**config.mk**
```make
export PLATFORM = sky130hd
export DESIGN_NAME = slave_bit_timer
export DESIGN_NICKNAME = d
export VERILOG_FILES = /design/src/rtl/slave_bit_timer.sv
export SDC_FILE = /design/constraint.sdc
export NUM_CORES = 1
export LEC_CHECK = 0
export BUFFER_PORTS_ARGS = -buffer_cell sky130_fd_sc_hd__buf_2
export CAP_MARGIN = 5
export CELL_PAD_IN_SITES_DETAIL_PLACEMENT = 0
export CELL_PAD_IN_SITES_GLOBAL_PLACEMENT = 1
export CORE_ASPECT_RATIO = 0.9
export CORE_MARGIN = 2
export CORE_UTILIZATION = 41
export DETAILED_ROUTE_END_ITERATION = 6
export PLACE_DENSITY_LB_ADDON = 0.25
export SLEW_MARGIN = 25
export SYNTH_ARGS = -nofsm -noshare
export SYNTH_HDL_FRONTEND = slang
export SYNTH_SLANG_ARGS = --single-unit
```
**constraint.sdc**
```tcl
create_clock -name clk -period 4.1 [get_ports clk]
set_input_delay 0 -clock clk [delete_from_list [all_inputs] [get_ports clk]]
set_output_delay 0 -clock clk [all_outputs]
set_load 0.01 [all_outputs]
```
**src/rtl/slave_bit_timer.sv**
```systemverilog
// slave_bit_timer: START/STOP detection and per-bit strobes for a 9-clock I2C byte frame; no backpressure.
// Latency 2 clk from line change, 2+FILTER_LEN when SLAVE_TIMER_FILTER_EN is defined.
module slave_bit_timer #(
   parameter int FILTER_LEN = 3
) (
   input  logic       clk,
   input  logic       rst,
   input  logic       SCL_sync,
   input  logic       SDA_sync,
   output logic       start,
   output logic       stop,
   output logic       byte_received,
   output logic       ack_prep,
   output logic       ack_check,
   output logic       ack_done,
   output logic       shift_rx,
   output logic       shift_tx,
   output logic [3:0] bit_count,
   output logic       bus_active
);

   typedef enum logic [1:0] {IDLE, WAIT_FALL, DATA, ACK} state_t;

   state_t state;
   logic   scl_lvl, sda_lvl;
   logic   scl_q, scl_qq, sda_q, sda_qq;
   logic   scl_rise, scl_fall, start_ev, stop_ev;

`ifdef SLAVE_TIMER_FILTER_EN
   localparam logic [3:0] FILT_LAST = 4'(FILTER_LEN - 1);

   logic [3:0] scl_cnt, sda_cnt;

   // A new level is accepted only after FILTER_LEN consecutive samples disagree with the current one.
   always_ff @(posedge clk) begin
      if (rst) begin
         scl_lvl <= 1'b1;
         sda_lvl <= 1'b1;
         scl_cnt <= '0;
         sda_cnt <= '0;
      end else begin
         if (SCL_sync == scl_lvl) begin
            scl_cnt <= '0;
         end else if (scl_cnt == FILT_LAST) begin
            scl_lvl <= SCL_sync;
            scl_cnt <= '0;
         end else begin
            scl_cnt <= scl_cnt + 4'd1;
         end
         if (SDA_sync == sda_lvl) begin
            sda_cnt <= '0;
         end else if (sda_cnt == FILT_LAST) begin
            sda_lvl <= SDA_sync;
            sda_cnt <= '0;
         end else begin
            sda_cnt <= sda_cnt + 4'd1;
         end
      end
   end
`else
   logic [3:0] unused_filter_len;
   assign unused_filter_len = 4'(FILTER_LEN);
   assign scl_lvl = SCL_sync;
   assign sda_lvl = SDA_sync;
`endif

   assign scl_rise = scl_q & ~scl_qq;
   assign scl_fall = ~scl_q & scl_qq;
   assign start_ev = scl_q & scl_qq & ~sda_q & sda_qq;
   assign stop_ev  = scl_q & scl_qq & sda_q & ~sda_qq;

   always_ff @(posedge clk) begin
      if (rst) begin
         scl_q         <= 1'b1;
         scl_qq        <= 1'b1;
         sda_q         <= 1'b1;
         sda_qq        <= 1'b1;
         state         <= IDLE;
         bit_count     <= '0;
         bus_active    <= 1'b0;
         start         <= 1'b0;
         stop          <= 1'b0;
         byte_received <= 1'b0;
         ack_prep      <= 1'b0;
         ack_check     <= 1'b0;
         ack_done      <= 1'b0;
         shift_rx      <= 1'b0;
         shift_tx      <= 1'b0;
      end else begin
         scl_q         <= scl_lvl;
         scl_qq        <= scl_q;
         sda_q         <= sda_lvl;
         sda_qq        <= sda_q;
         start         <= 1'b0;
         stop          <= 1'b0;
         byte_received <= 1'b0;
         ack_prep      <= 1'b0;
         ack_check     <= 1'b0;
         ack_done      <= 1'b0;
         shift_rx      <= 1'b0;
         shift_tx      <= 1'b0;
         // Bus conditions override any SCL strobe in the same cycle, from every state.
         if (start_ev) begin
            start      <= 1'b1;
            bit_count  <= '0;
            bus_active <= 1'b1;
            state      <= WAIT_FALL;
         end else if (stop_ev) begin
            stop       <= 1'b1;
            bit_count  <= '0;
            bus_active <= 1'b0;
            state      <= IDLE;
         end else begin
            case (state)
               IDLE: begin
               end
               WAIT_FALL: begin
                  if (scl_fall) begin
                     bit_count <= '0;
                     state     <= DATA;
                  end
               end
               DATA: begin
                  if (scl_rise && bit_count < 4'd8) begin
                     bit_count     <= bit_count + 4'd1;
                     shift_rx      <= 1'b1;
                     byte_received <= (bit_count == 4'd7);
                  end else if (scl_fall) begin
                     if (bit_count == 4'd8) begin
                        ack_prep <= 1'b1;
                        state    <= ACK;
                     end else if (bit_count != 4'd0) begin
                        shift_tx <= 1'b1;
                     end
                  end
               end
               ACK: begin
                  if (scl_rise && bit_count == 4'd8) begin
                     bit_count <= 4'd9;
                     ack_check <= 1'b1;
                  end else if (scl_fall && bit_count == 4'd9) begin
                     bit_count <= '0;
                     ack_done  <= 1'b1;
                     state     <= DATA;
                  end
               end
               default: state <= IDLE;
            endcase
         end
      end
   end

endmodule
```
Word-level counts from Yosys, hierarchy flattened
Index checks and enable logic that the tools add are counted.
W data, S select, Z words.
{"block": "op_classes", "bitwise": 15, "n_lt_le_gt_ge": 1, "addsub": 1, "n_reduce_logical": 18, "n_eq_ne": 20, "muxes": 23}
{"cell": "$ne A4 B4 Y1 const B", "n": 6}
{"cell": "$mux W4", "n": 4}
{"cell": "$ne A2 B2 Y1 const B", "n": 7}
{"cell": "$reduce_and A7 Y1", "n": 2}
{"cell": "$mux W2", "n": 6}
{"cell": "$pmux W4 S3", "n": 1}
{"cell": "$mux W1", "n": 11}
{"cell": "$reduce_or A5 Y1", "n": 2}
{"cell": "$eq A4 B4 Y1 const B", "n": 2}
{"cell": "$not A1 Y1", "n": 8}
{"cell": "$reduce_or A4 Y1", "n": 2}
{"cell": "$and A1 B1 Y1", "n": 7}
{"cell": "$reduce_or A7 Y1", "n": 1}
{"cell": "$pmux W2 S3", "n": 1}
{"cell": "$reduce_or A6 Y1", "n": 1}
{"cell": "$reduce_bool A5 Y1", "n": 1}
{"cell": "$add A4 B1 Y4 const B", "n": 1}
{"cell": "$eq A2 B2 Y1 const B", "n": 2}
{"cell": "$eq A4 B3 Y1 const B", "n": 1}
{"cell": "$lt A4 B4 Y1 const B", "n": 1}
{"cell": "$reduce_and A4 Y1", "n": 1}
{"cell": "$reduce_bool A4 Y1", "n": 1}
{"cell": "$logic_and A1 B1 Y1", "n": 3}
{"cell": "$ne A3 B3 Y1 const B", "n": 1}
{"cell": "other kinds (5)", "n": 5}
{"block": "totals", "output_inout_bits": 13, "inputBits": 4, "reg_bits": 19}

Logic depth before layout (Yosys ltp)
Gate-level depths: netlist of the first run.
{"block": "logic_depth", "word_depth": 8, "mapped_depth": 7, "depth_no_buf": 7}

Worst setup path after synthesis of the first run
Ideal clock, no wire load.
{"block": "synth_path", "kind": "reg2reg", "from": "register bit_count[0]", "to": "register bit_count[3]", "stages_incl_launch_ff": 8, "synth_period_minus_slack_ns": 1.750, "arrival_time_ns": 1.677, "path_buffers": 0, "t_required_ns": 4.027, "path_slack_ns": 2.350, "path_cell_list": "dfxtp_1 -> inv_1 -> ha_1 -> nand3b_1 -> a2111oi_2 -> a311oi_2 -> mux2_4 -> nor3_2"}
{"block": "synth_between", "elab_chain_cells": 4}
{"item": "start, declared", "line": "18", "rtl": "output logic [3:0] bit_count,"}
{"item": "start signal, assigned", "line": "125", "rtl": "bit_count <= bit_count + 4'd1;"}
{"item": "$lt A4 B4 Y1, or another cell as far along", "line": "124", "rtl": "if (scl_rise && bit_count < 4'd8) begin"}
{"item": "$logic_and A1 B1 Y1 (on tied branches)", "line": "124, 138, 141"}
{"item": "$ne A2 B2 Y1 (no source line), or another cell as far along"}
{"item": "$reduce_and A4 Y1 (no source line) / $pmux W4 S3 (equally long branches)"}
Several ways; a longest one is shown, not always the timed one. The select of a mux whose other input is x is not followed.
A chain may end at the register's enable or synchronous reset.

Worst setup path after layout of the first run
Same ends and word-level chain as after synthesis.

==> flow_summary_export.csv, run 1 <==
group,metric,value,unit
run_status,status,"finished, final reports clean",
power,finalPower,308,µW
power,ir_worst_vdd,0.228,mV
critical_path,worst_setup_path_start_kind,"flip-flop",
power,internal_power,238,µW
synth,yosys-top-cells-count,"dfxtp_1, nor2_1, nand2_1, inv_1, nor3_1",
synth,synth.distinct_cells,34,
detailed_routing,wirelength,1570,µm
synth,syn_avg_cell_area,9.56,µm²
worst_hold_path,hold_class,"in2reg",
critical_path,crit_required,4.34,ns
global_route,track_usage,14.2,%
place,dp_hpwl,1140,µm
worst_hold_path,holdCritStartpoint,"SCL_sync",
worst_hold_path,hold_depth,3,
finish,finalNetCount,120,
floorplan,fp.dieH,47.9,µm
critical_path,slowest_delay,0.44,ns
global_route,grt_pass1_wl,2580,µm
cts,htreeDepth,1,
cts,clock_sinks,19,
synth,yosys_warnings,0,
finish,drive_above_1_share,27.7,%
detailed_routing,drt_iter0_markers,21,
floorplan,die_area,2530,µm²
timing,fin_tns_setup,0,ns
synth,yosysMostFrequentCell,"dfxtp_1",
worst_hold_path,hold_end,"scl_q$_SDFF_PP1_",
synth,async_reset_ff_share,0,%
place,dpl_cell_area,957,µm²
cts,postCtsSetupBuffers,0,
cts,cts_buffers,3,
floorplan,die_x,52.8,µm
finish,final_area,1010,µm²
timing,period_share,44.9,%
critical_path,reg2reg_depth,7,
finish,syn_to_final_growth,15.2,%
synth,ys_seq_area_share,43.2,%
power,cellPowerDensity,304,nW/µm²
floorplan,core_area,1970,µm²
timing,timing.final.crit_period,1.84,ns
cts,clk_pin_slew,0.10,ns
global_route,grt_max_degree,14,
floorplan,initial_core_util,44.6,%
power,p_sw,70.9,µW
power,p_leak,0.000404,µW
timing,timing.fmax,544,MHz
synth,syn_area,880,µm²
timing,worst_pin_slew,0.400,ns
floorplan,ios,17,
cts,clkLatencyLatePin,0.30,ns
detailed_routing,ant_nets,0,
power,power.clock.fraction,29.7,%
synth,ys.flop_type,"dfxtp_1",
global_route,grt_overflow,0,
critical_path,crit_type,"reg2reg",
cts,cts_root_buf,"clkbuf_4",
timing,hold_violations,0,
floorplan,rows,15,
place,place_congestion,0.815,
place,io_buffers,16,
detailed_routing,route.detailed.drc,0,
timing,clock_skew,0.0102,ns
power,power_frac_seq,62.7,%
critical_path,r2r_setup_slack,2.26,ns
detailed_routing,routedWlPerCell,11.5,µm
critical_path,endpoint_kind,"flip-flop",
finish,fillers,187,
synth,synth_nets,99,
synth,synth_edf_count,0,
critical_path,crit_path_max_fanout,6,
detailed_routing,via_count,699,
synth,synth_top_area_share,43.2,%
synth,netlist_instances,92,
timing,setup_viol,0,
timing,rsz0062_at_grt,"false",
critical_path,worstPathCellList,"inv_1, ha_1, nand3b_1, a2111oi_2, a311oi_2, mux2_4, nor3_2",
synth,synth_top_area_cell,"dfxtp_1",
critical_path,worstReg2RegStart,"bit_count[0]$_SDFFE_PP0P_",
finish,diodes,0,
cts,cts_tree,"built",
detailed_routing,via_per_inst,5.10,
run,maxCapViolations,0,
global_route,grt_pass1_vias,595,
synth,synthTopCellsByArea,"dfxtp_1, ha_1, buf_6, nand3b_1, nor2_1",
synth,synth-seq-cells,19,
power,switching_share,23.0,%
global_route,antenna_found_initial,0,
critical_path,timing.rr.end,"bit_count[3]$_SDFFE_PP0P_",
critical_path,crit_slowest_cell,"dfxtp_1",
critical_path,arrival,2.08,ns
timing,relSlewSlack,73.3,%
timing,final_max_slew_viol_count,0,
power,p_comb_share,7.5,%
cts,clk_path_buf_depth,2,
detailed_routing,first_pass_iters,4,
flip-flops by register name, indices dropped and copies added (netlist names):
register       flops
bit_count          4
state              2
ack_check          1
ack_done           1
ack_prep           1
bus_active         1
byte_received      1
scl_q              1
scl_qq             1
sda_q              1
sda_qq             1
shift_rx           1
shift_tx           1
start              1
stop               1
critical path: cells and delay by family, from the launching register on:
family / cells / cell delay [ns]
AND/OR/NAND/NOR: 2 / 0.20
AO/OA/AOI/OAI: 2 / 0.47
multiplexers: 1 / 0.34
buffers and inverters: 1 / 0.09
flip-flops: 1 / 0.44
adder cells (fa/ha/maj): 1 / 0.24
layer usage:
metal	share of wire, %	GRT usage [%]	vias up
met2	41	22.0	26
met4	1.1	4.62	0
li1	-	-	358
met3	7.6	5.63	2
met1	50	18.4	313
met5	0	0	-
power groups by stage:
stage,Clock (µW),Combinational (µW),Sequential [µW]
final,91.8,23.2,193
after detailed placement,0,21.4,198
after global placement,0,21.5,197
after CTS,99.9,23.5,193
after global routing,107,25.9,194
after floorplan,0,17.9,197
worst max-delay path by stage:
stage / startpoint / to / slack [ns] / cells after the start
2_1_floorplan: bit_count[0]$_SDFFE_PP0P_ / bit_count[3]$_SDFFE_PP0P_ / 2.35 / 7
3_3_place_gp: bit_count[0]$_SDFFE_PP0P_ / bit_count[3]$_SDFFE_PP0P_ / 2.36 / 7
3_5_place_dp: bit_count[0]$_SDFFE_PP0P_ / bit_count[3]$_SDFFE_PP0P_ / 2.29 / 7
4_1_cts: bit_count[0]$_SDFFE_PP0P_ / bit_count[3]$_SDFFE_PP0P_ / 2.26 / 7
5_1_grt: bit_count[0]$_SDFFE_PP0P_ / bit_count[3]$_SDFFE_PP0P_ / 2.18 / 7
6_report: bit_count[0]$_SDFFE_PP0P_ / bit_count[3]$_SDFFE_PP0P_ / 2.26 / 7
through the flow:
step	setup WS [ns]	cells	utilization, %	hold WS [ns]
floorplan	2.35	92	-	0.104
global placement	2.36	130	48.6	0.182
detailed placement	2.29	130	48.6	0.186
CTS	2.26	137	51.4	0.395
global route	2.18	137	51.4	0.406
finish	2.26	137	51.4	0.408
kinds of logic (layout without fill, tap and decap cells):
group | after synthesis | after routing | synth area share, %
xor+xnor | 1 | 1 | 0.996
compound gates | 18 | 18 | 16.9
buf+inv | 9 | 29 | 6.40
simple gates | 40 | 40 | 25.3
fa+ha+maj | 3 | 3 | 4.27
mux | 2 | 2 | 2.84
flops | 19 | 19 | 43.2
final cells by class:
| cell class | instances | area, µm² | share of cell area (%) |
|---|---|---|---|
| Inverter | 6 | 22.5 | 2.22 |
| Clock buffer | 4 | 26.3 | 2.59 |
| Tap cell | 25 | 31.3 | 3.09 |
| Sequential cell | 19 | 380 | 37.5 |
| Timing Repair Buffer | 19 | 110 | 10.9 |
| Multi-Input combinational cell | 64 | 443 | 43.7 |
what timing repair did:
item | 4_1_cts | 5_1_grt
gates resized for setup | 0 | 0
hold buffers | 3 | 0
hold endpoints to repair | 7 | 0
cells in the final DEF, fill, tap and decap left out, types with 2 or more instances in the layout:
cell and n:
nand3_1 2, dlygate4sd3_1 3, nand3b_1 4, a31oi_1 2, nor2b_1 3, o21ai_0 3
clkbuf_4 3, nand2_1 6, ha_1 3, or2_2 4, nand2b_1 3, buf_2 16
inv_1 5, nor2_1 7, o21a_1 2, dfxtp_1 19, nor3_1 5, a21oi_1 3
(Power assumes the default switching activity.)
==> run 2, diff against run 1 <==
--- a/config.mk
+++ b/config.mk
@@ -5,13 +5,14 @@
 export SDC_FILE = /design/constraint.sdc
 export NUM_CORES = 1
 export LEC_CHECK = 0
+export ABC_AREA = 1
 export BUFFER_PORTS_ARGS = -buffer_cell sky130_fd_sc_hd__buf_2
 export CAP_MARGIN = 5
 export CELL_PAD_IN_SITES_DETAIL_PLACEMENT = 0
 export CELL_PAD_IN_SITES_GLOBAL_PLACEMENT = 1
 export CORE_ASPECT_RATIO = 0.9
 export CORE_MARGIN = 2
-export CORE_UTILIZATION = 41
+export CORE_UTILIZATION = 37
 export DETAILED_ROUTE_END_ITERATION = 6
 export PLACE_DENSITY_LB_ADDON = 0.25
 export SLEW_MARGIN = 25
==> constraint.sdc (replaced) <==
create_clock -name clk -period 1.77 [get_ports clk]
set_input_delay 0 -clock clk [delete_from_list [all_inputs] [get_ports clk]]
set_output_delay 0 -clock clk [all_outputs]
set_load 0.01 [all_outputs]
==> run 2 against run 1 <==
Sequential power rose by 140%. Critical path depth is 3 higher. Critical endpoint is now state[0]$_SDFFE_PP0P_. First-iteration DRC count rose by 81%. Routed wire length up 15%. Synthesized cell count increased by 24%. Critical path type unchanged. Sequential cell count did not move. Combinational power grew to 4.9 times the previous value. Clock-buffer cell count did not move. Die area increased by 7.5%.
==> flow_summary_export.csv, run 2 <==
group,metric,value,unit
synth,yosysMostFrequentCell,"nand2_1",
critical_path,endpoint_kind,"flip-flop",
cts,cts_resized,0,
timing,period_share,79.7,%
synth,async_reset_ff_share,0,%
global_route,grt_pass1_wl,3110,µm
synth,ys.flop_type,"dfxtp_1",
place,place_congestion,0.868,
floorplan,initial_core_util,39.3,%
floorplan,die_area,2720,µm²
worst_hold_path,hold_depth,2,
power,switching_share,28.1,%
finish,finalNetCount,147,
synth,syn_area,858,µm²
timing,relSlewSlack,83.9,%
timing,worst_pin_slew,0.241,ns
run_status,status,"finished, final reports clean",
detailed_routing,route.detailed.drc,0,
synth,synth_top_area_share,44.3,%
floorplan,ios,17,
synth,ys_seq_area_share,44.3,%
critical_path,r2r_setup_slack,0.36,ns
floorplan,die_x,54.8,µm
synth,synth-seq-cells,19,
power,p_leak,0.000531,µW
critical_path,crit_slowest_cell,"dfxtp_1",
global_route,grt_busiest_layer,"met1",
floorplan,rows,16,
place,dp_hpwl,1300,µm
global_route,use_met3,3.94,%
worst_hold_path,hold_class,"reg2reg",
finish,regMostFlops,"bit_count",
synth,synth_edf_count,0,
timing,setup_ws,0.359,ns
detailed_routing,via_per_inst,4.82,
synth,synth_nets,121,
place,place_ws,0.378,ns
power,finalPower,793,µW
timing,final_max_slew_viol_count,0,
finish,reg.largest.list,"bit_count x4, state x2",
cts,clock_sinks,19,
finish,syn_to_final_growth,22.2,%
cts,htreeDepth,1,
synth,syn_avg_cell_area,7.53,µm²
critical_path,crit_type,"reg2reg",
critical_path,crit_path_max_fanout,7,
global_route,gr-usage-met1,22.3,%
cts,clk_path_buf_depth,2,
timing,timing.fmax,709,MHz
cts,cts_tree,"built",
detailed_routing,ant_nets,0,
timing,setup_viol,0,
floorplan,fp.dieH,49.7,µm
critical_path,worstPathCellList,"ha_1, nand2_1, inv_1, nand3_2, nand2_1, nand3_1, nand2_1, nand3_1, nand2_1, inv_1",
critical_path,critPathMostFrequentCell,"nand2_1",
detailed_routing,wirelength,1800,µm
detailed_routing,via_count,800,
synth,netlist_instances,114,
finish,layout_commonest_cell,"nand2_1",
critical_path,worst_setup_path_start_kind,"flip-flop",
floorplan,core_area,2180,µm²
power,ir_worst_vdd,0.470,mV
run,maxCapViolations,0,
power,power_frac_seq,57.3,%
finish,drive_above_1_share,25.9,%
finish,largest_reg_flops,4,
cts,clkLatencyLatePin,0.30,ns
global_route,antenna_found_initial,0,
power,p_comb_share,14.3,%
global_route,grt_pass1_vias,742,
power,cellPowerDensity,757,nW/µm²
timing,rsz0062_at_grt,"false",
power,power.clock.fraction,28.4,%
global_route,grt_overflow,0,
power,p_sw,223,µW
critical_path,crit_cells,10,
critical_path,cp_num_buf_inv,2,
timing,hold_violations,0,
synth,yosys-top-cells-count,"nand2_1, dfxtp_1, nor2_1, inv_1, nand3_1",
timing,fin_tns_setup,0,ns
timing,timing.final.crit_period,1.41,ns
cts,cts_root_buf,"clkbuf_4",
global_route,track_usage,15.7,%
detailed_routing,drt_iter0_markers,38,
critical_path,slowest_delay,0.45,ns
synth,synth.distinct_cells,20,
detailed_routing,routedWlPerCell,10.9,µm
place,io_buffers,16,
synth,synth_top_area_cell,"dfxtp_1",
cts,clk_pin_slew,0.11,ns
timing,clock_skew,0.00207,ns
synth,synthTopCellsByArea,"dfxtp_1, nand2_1, nor2_1, nand3_1, inv_1",
global_route,grt_use_met2,21.8,%
critical_path,crit_required,1.98,ns
finish,final_cell_mix,"nand2_1, dfxtp_1, buf_2, nor2_1, inv_1",
finish,diodes,0,
power,internal_power,570,µW
global_route,grt_max_degree,11,
critical_path,cp_top_family,"simple AND/OR/NAND/NOR gates",
synth,yosys_warnings,0,
cts,cts_buffers,3,
detailed_routing,first_pass_iters,4,
critical_path,arrival,1.62,ns
critical_path,reg2reg_depth,10,
-- run 2: worst paths after layout --
path | from | end
setup / recovery | bit_count[0]$_SDFFE_PP0P_ | state[0]$_SDFFE_PP0P_
hold / removal | sda_q$_SDFF_PP1_ | sda_qq$_SDFF_PP1_
setup reg to reg | bit_count[0]$_SDFFE_PP0P_ | state[0]$_SDFFE_PP0P_
hold reg to reg | sda_q$_SDFF_PP1_ | sda_qq$_SDFF_PP1_
-- run 2: cell type report --
class / count / area (µm²)
Sequential cell: 19 / 380
Inverter: 17 / 63.8
Multi-Input combinational cell: 78 / 414
Timing Repair Buffer: 21 / 130
Clock buffer: 4 / 26.3
Fill cell: 215 / 1130
Tap cell: 27 / 33.8
-- run 2: what timing repair did --
action,in CTS,in global routing
hold buffers,5,0
endpoints found under the setup margin,0,0
buffers inserted,0,0
hold endpoints to repair,5,0
-- run 2: cells by family (layout without fill, tap and decap cells) --
logic type	count (synthesis)	in the layout	share of synthesized area (%)
AOI/OAI and AO/OA	11	11	8.31
xor gates and xnor gates	2	2	2.04
adders and majority gates	3	3	4.37
buffers and inverters	17	42	7.43
DFF	19	19	44.3
and+or+nand+nor	62	62	33.5
-- run 2: through the flow --
stage	util [%]	std cells	hold slack [ns]	cell area, µm²
floorplan	-	114	0.0691	858
global placement	44.6	157	0.182	972
detailed placement	44.6	157	0.185	972
CTS	48.1	166	0.445	1050
global route	48.1	166	0.484	1050
finish	48.1	166	0.442	1050
-- run 2: power by group through the flow --
stage	Combinational (µW)	Sequential, µW	Clock (µW)
2_1_floorplan	74.7	464	0
3_3_place_gp	104	464	0
3_5_place_dp	104	464	0
4_1_cts	112	454	232
5_1_grt	128	457	255
6_report	114	454	226
-- run 2: per-layer routing --
layer / vias to the layer above / part of all wire [%]
met2: 24 / 44
met4: 0 / 1.6
met1: 360 / 49
met3: 4 / 5.4
met5: - / 0
li1: 412 / -
-- run 2: worst min-delay path, delay by kind of cell, from the launching register on --
family                 cells  cell delay, ns
DFF                        1            0.32
buffers and inverters      1            0.05
and+or+nand+nor            1            0.05
==> run 3, diff against run 2 <==
--- a/config.mk
+++ b/config.mk
@@ -12,7 +12,7 @@
 export CELL_PAD_IN_SITES_GLOBAL_PLACEMENT = 1
 export CORE_ASPECT_RATIO = 0.9
 export CORE_MARGIN = 2
-export CORE_UTILIZATION = 37
+export CORE_UTILIZATION = 34
 export DETAILED_ROUTE_END_ITERATION = 6
 export PLACE_DENSITY_LB_ADDON = 0.25
 export SLEW_MARGIN = 25
==> constraint.sdc (replaced) <==
create_clock -name clk -period 1.2 [get_ports clk]
set_input_delay 0 -clock clk [delete_from_list [all_inputs] [get_ports clk]]
set_output_delay 0 -clock clk [all_outputs]
set_load 0.01 [all_outputs]
==> run 3 against run 2 <==
The flow now finishes with violations (setup timing). Clock power up 38%. Worst setup slack worse by 0.47 ns. Final area up 31%. Critical endpoint is now bit_count[1]$_SDFFE_PP0P_. Utilization up 8.7 points. Die area up 8.1%.
==> flow_summary_export.csv, run 3 (synthesis gave the netlist of run 2 again) <==
group,metric,value,unit
run_status,status,"finished, violations left",
run_status,violations,"setup timing",
critical_path,slowest_delay,0.36,ns
timing,final_max_slew_viol_count,0,
global_route,grt_pass1_vias,818,
critical_path,crit_cells,8,
cts,clk_path_buf_depth,2,
critical_path,worstPathCellList,"inv_4, ha_4, nand3_4, o211ai_4, nand2_4, nand2_1, nand2_1, nor2_1",
power,finalPower,1230,µW
power,ir_worst_vdd,0.608,mV
cts,clk_pin_slew,0.10,ns
timing,setup_viol,8,
detailed_routing,first_pass_iters,4,
critical_path,cp_top_family,"simple AND/OR/NAND/NOR gates",
finish,final_cell_mix,"nand2_1, buf_4, buf_2, dfxtp_1, nor2_1",
timing,period_share,110,%
power,p_leak,0.000652,µW
timing,timing.final.crit_period,1.31,ns
power,cellPowerDensity,895,nW/µm²
critical_path,worstReg2RegStart,"bit_count[1]$_SDFFE_PP0P_",
critical_path,crit_slowest_cell,"dfxtp_4",
floorplan,core_area,2420,µm²
timing,relSlewSlack,79.7,%
critical_path,endpoint_kind,"flip-flop",
power,switching_share,28.2,%
critical_path,timing.rr.end,"bit_count[1]$_SDFFE_PP0P_",
finish,finalNetCount,169,
global_route,track_usage,14.6,%
place,io_buffers,16,
finish,largest_reg_flops,4,
finish,regMostFlops,"bit_count",
critical_path,cp_num_buf_inv,1,
cts,cts_buffers,3,
place,dp_hpwl,1390,µm
critical_path,crit_required,1.43,ns
floorplan,fp.dieH,51.7,µm
power,power_frac_seq,54.2,%
finish,final_core_util,56.7,%
detailed_routing,via_per_inst,4.68,
critical_path,r2r_setup_slack,-0.11,ns
power,p_comb_share,20.5,%
run,maxCapViolations,0,
worst_hold_path,hold_class,"in2reg",
critical_path,crit_path_end,"bit_count[1]$_SDFFE_PP0P_",
timing,clock_skew,0.00422,ns
floorplan,rows,17,
timing,rsz0062_at_grt,"true",
critical_path,crit_type,"reg2reg",
cts,clkLatencyLatePin,0.29,ns
global_route,antenna_found_initial,0,
worst_hold_path,hold_depth,4,
cts,cts_tree,"built",
timing,timing.fmax,761,MHz
detailed_routing,route.detailed.drc,0,
detailed_routing,via_count,884,
critical_path,arrival,1.54,ns
finish,reg.largest.list,"bit_count x4, state x2",
floorplan,die_area,2940,µm²
detailed_routing,wirelength,2230,µm
cts,cts_root_buf,"clkbuf_4",
detailed_routing,routedWlPerCell,11.8,µm
detailed_routing,ant_nets,0,
global_route,grt_overflow,0,
floorplan,die_x,57.0,µm
critical_path,worst_setup_path_start_kind,"flip-flop",
timing,worst_pin_slew,0.303,ns
power,internal_power,884,µW
global_route,grt_pass1_wl,3420,µm
finish,layout_commonest_cell,"nand2_1",
global_route,grt_max_degree,11,
critical_path,cp-startpoint,"bit_count[1]$_SDFFE_PP0P_",
critical_path,reg2reg_depth,8,
cts,clock_sinks,19,
finish,syn_to_final_growth,60.2,%
power,power.clock.fraction,25.3,%
finish,diodes,0,
detailed_routing,drt_iter0_markers,5,
timing,setup_ws,-0.114,ns
floorplan,initial_core_util,35.4,%
cts,htreeDepth,1,
finish,drive_above_1_share,52.8,%
place,place_congestion,0.881,
critical_path,crit_path_max_fanout,5,
timing,hold_violations,0,
power,p_sw,346,µW
floorplan,ios,17,
critical_path,critPathMostFrequentCell,"nand2_1",
[run 3: layer usage]
| layer | vias up | track usage [%] | wire length, µm |
|---|---|---|---|
| met5 | - | 0 | 0 |
| met4 | 0 | 2.33 | 37 |
| met3 | 4 | 3.98 | 78 |
| met2 | 20 | 25.9 | 1170 |
| met1 | 406 | 18.2 | 943 |
| li1 | 454 | - | - |
[run 3: timing repair]
action	CTS	global route
hold endpoints to repair	5	1
gates resized for setup	6	28
hold buffers	4	1
setup endpoints to repair	7	12
buffers inserted	2	8
pin swaps	6	10
[run 3: worst min-delay path by stage]
stage,from,to
after floorplan,rst,bus_active$_SDFFE_PP0P_
after global placement,SDA_sync,sda_q$_SDFF_PP1_
after detailed placement,SCL_sync,scl_q$_SDFF_PP1_
after CTS,rst,sda_q$_SDFF_PP1_
after global routing,rst,ack_check$_SDFF_PP0_
final,rst,state[0]$_SDFFE_PP0P_
[run 3: power by group through the flow]
stage	registers (µW)	clock network, µW	logic (µW)
after floorplan	682	0	114
after global placement	681	0	173
after detailed placement	681	0	174
after CTS	666	325	190
after global routing	670	353	279
final	667	311	253
[run 3: per-stage QoR]
step | cells | cell area [µm²] | hold WS (ns) | TNS [ns] | setup slack [ns]
floorplan | 114 | 901 | 0.0691 | -0.0289 | -0.0249
global placement | 170 | 1110 | 0.181 | -0.274 | -0.110
detailed placement | 170 | 1110 | 0.185 | -0.272 | -0.104
CTS | 180 | 1210 | -0.0469 | -0.406 | -0.101
global route | 189 | 1380 | 0.0692 | -1.35 | -0.218
finish | 189 | 1380 | 0.0263 | -0.644 | -0.114
[run 3: tightest hold or removal path: cells and delay by family]
| kind | cells | cell delay [ns] |
|---|---|---|
| buffers and inverters | 3 | 0.23 |
| AND/OR/NAND/NOR | 1 | 0.05 |
[run 3: final cells by class]
class / count / area (µm²)
Inverter: 17 / 71.3
Multi-Input combinational cell: 78 / 547
Tap cell: 28 / 35.0
Timing Repair Buffer: 43 / 303
Fill cell: 231 / 1050
Sequential cell: 19 / 393
Clock buffer: 4 / 26.3
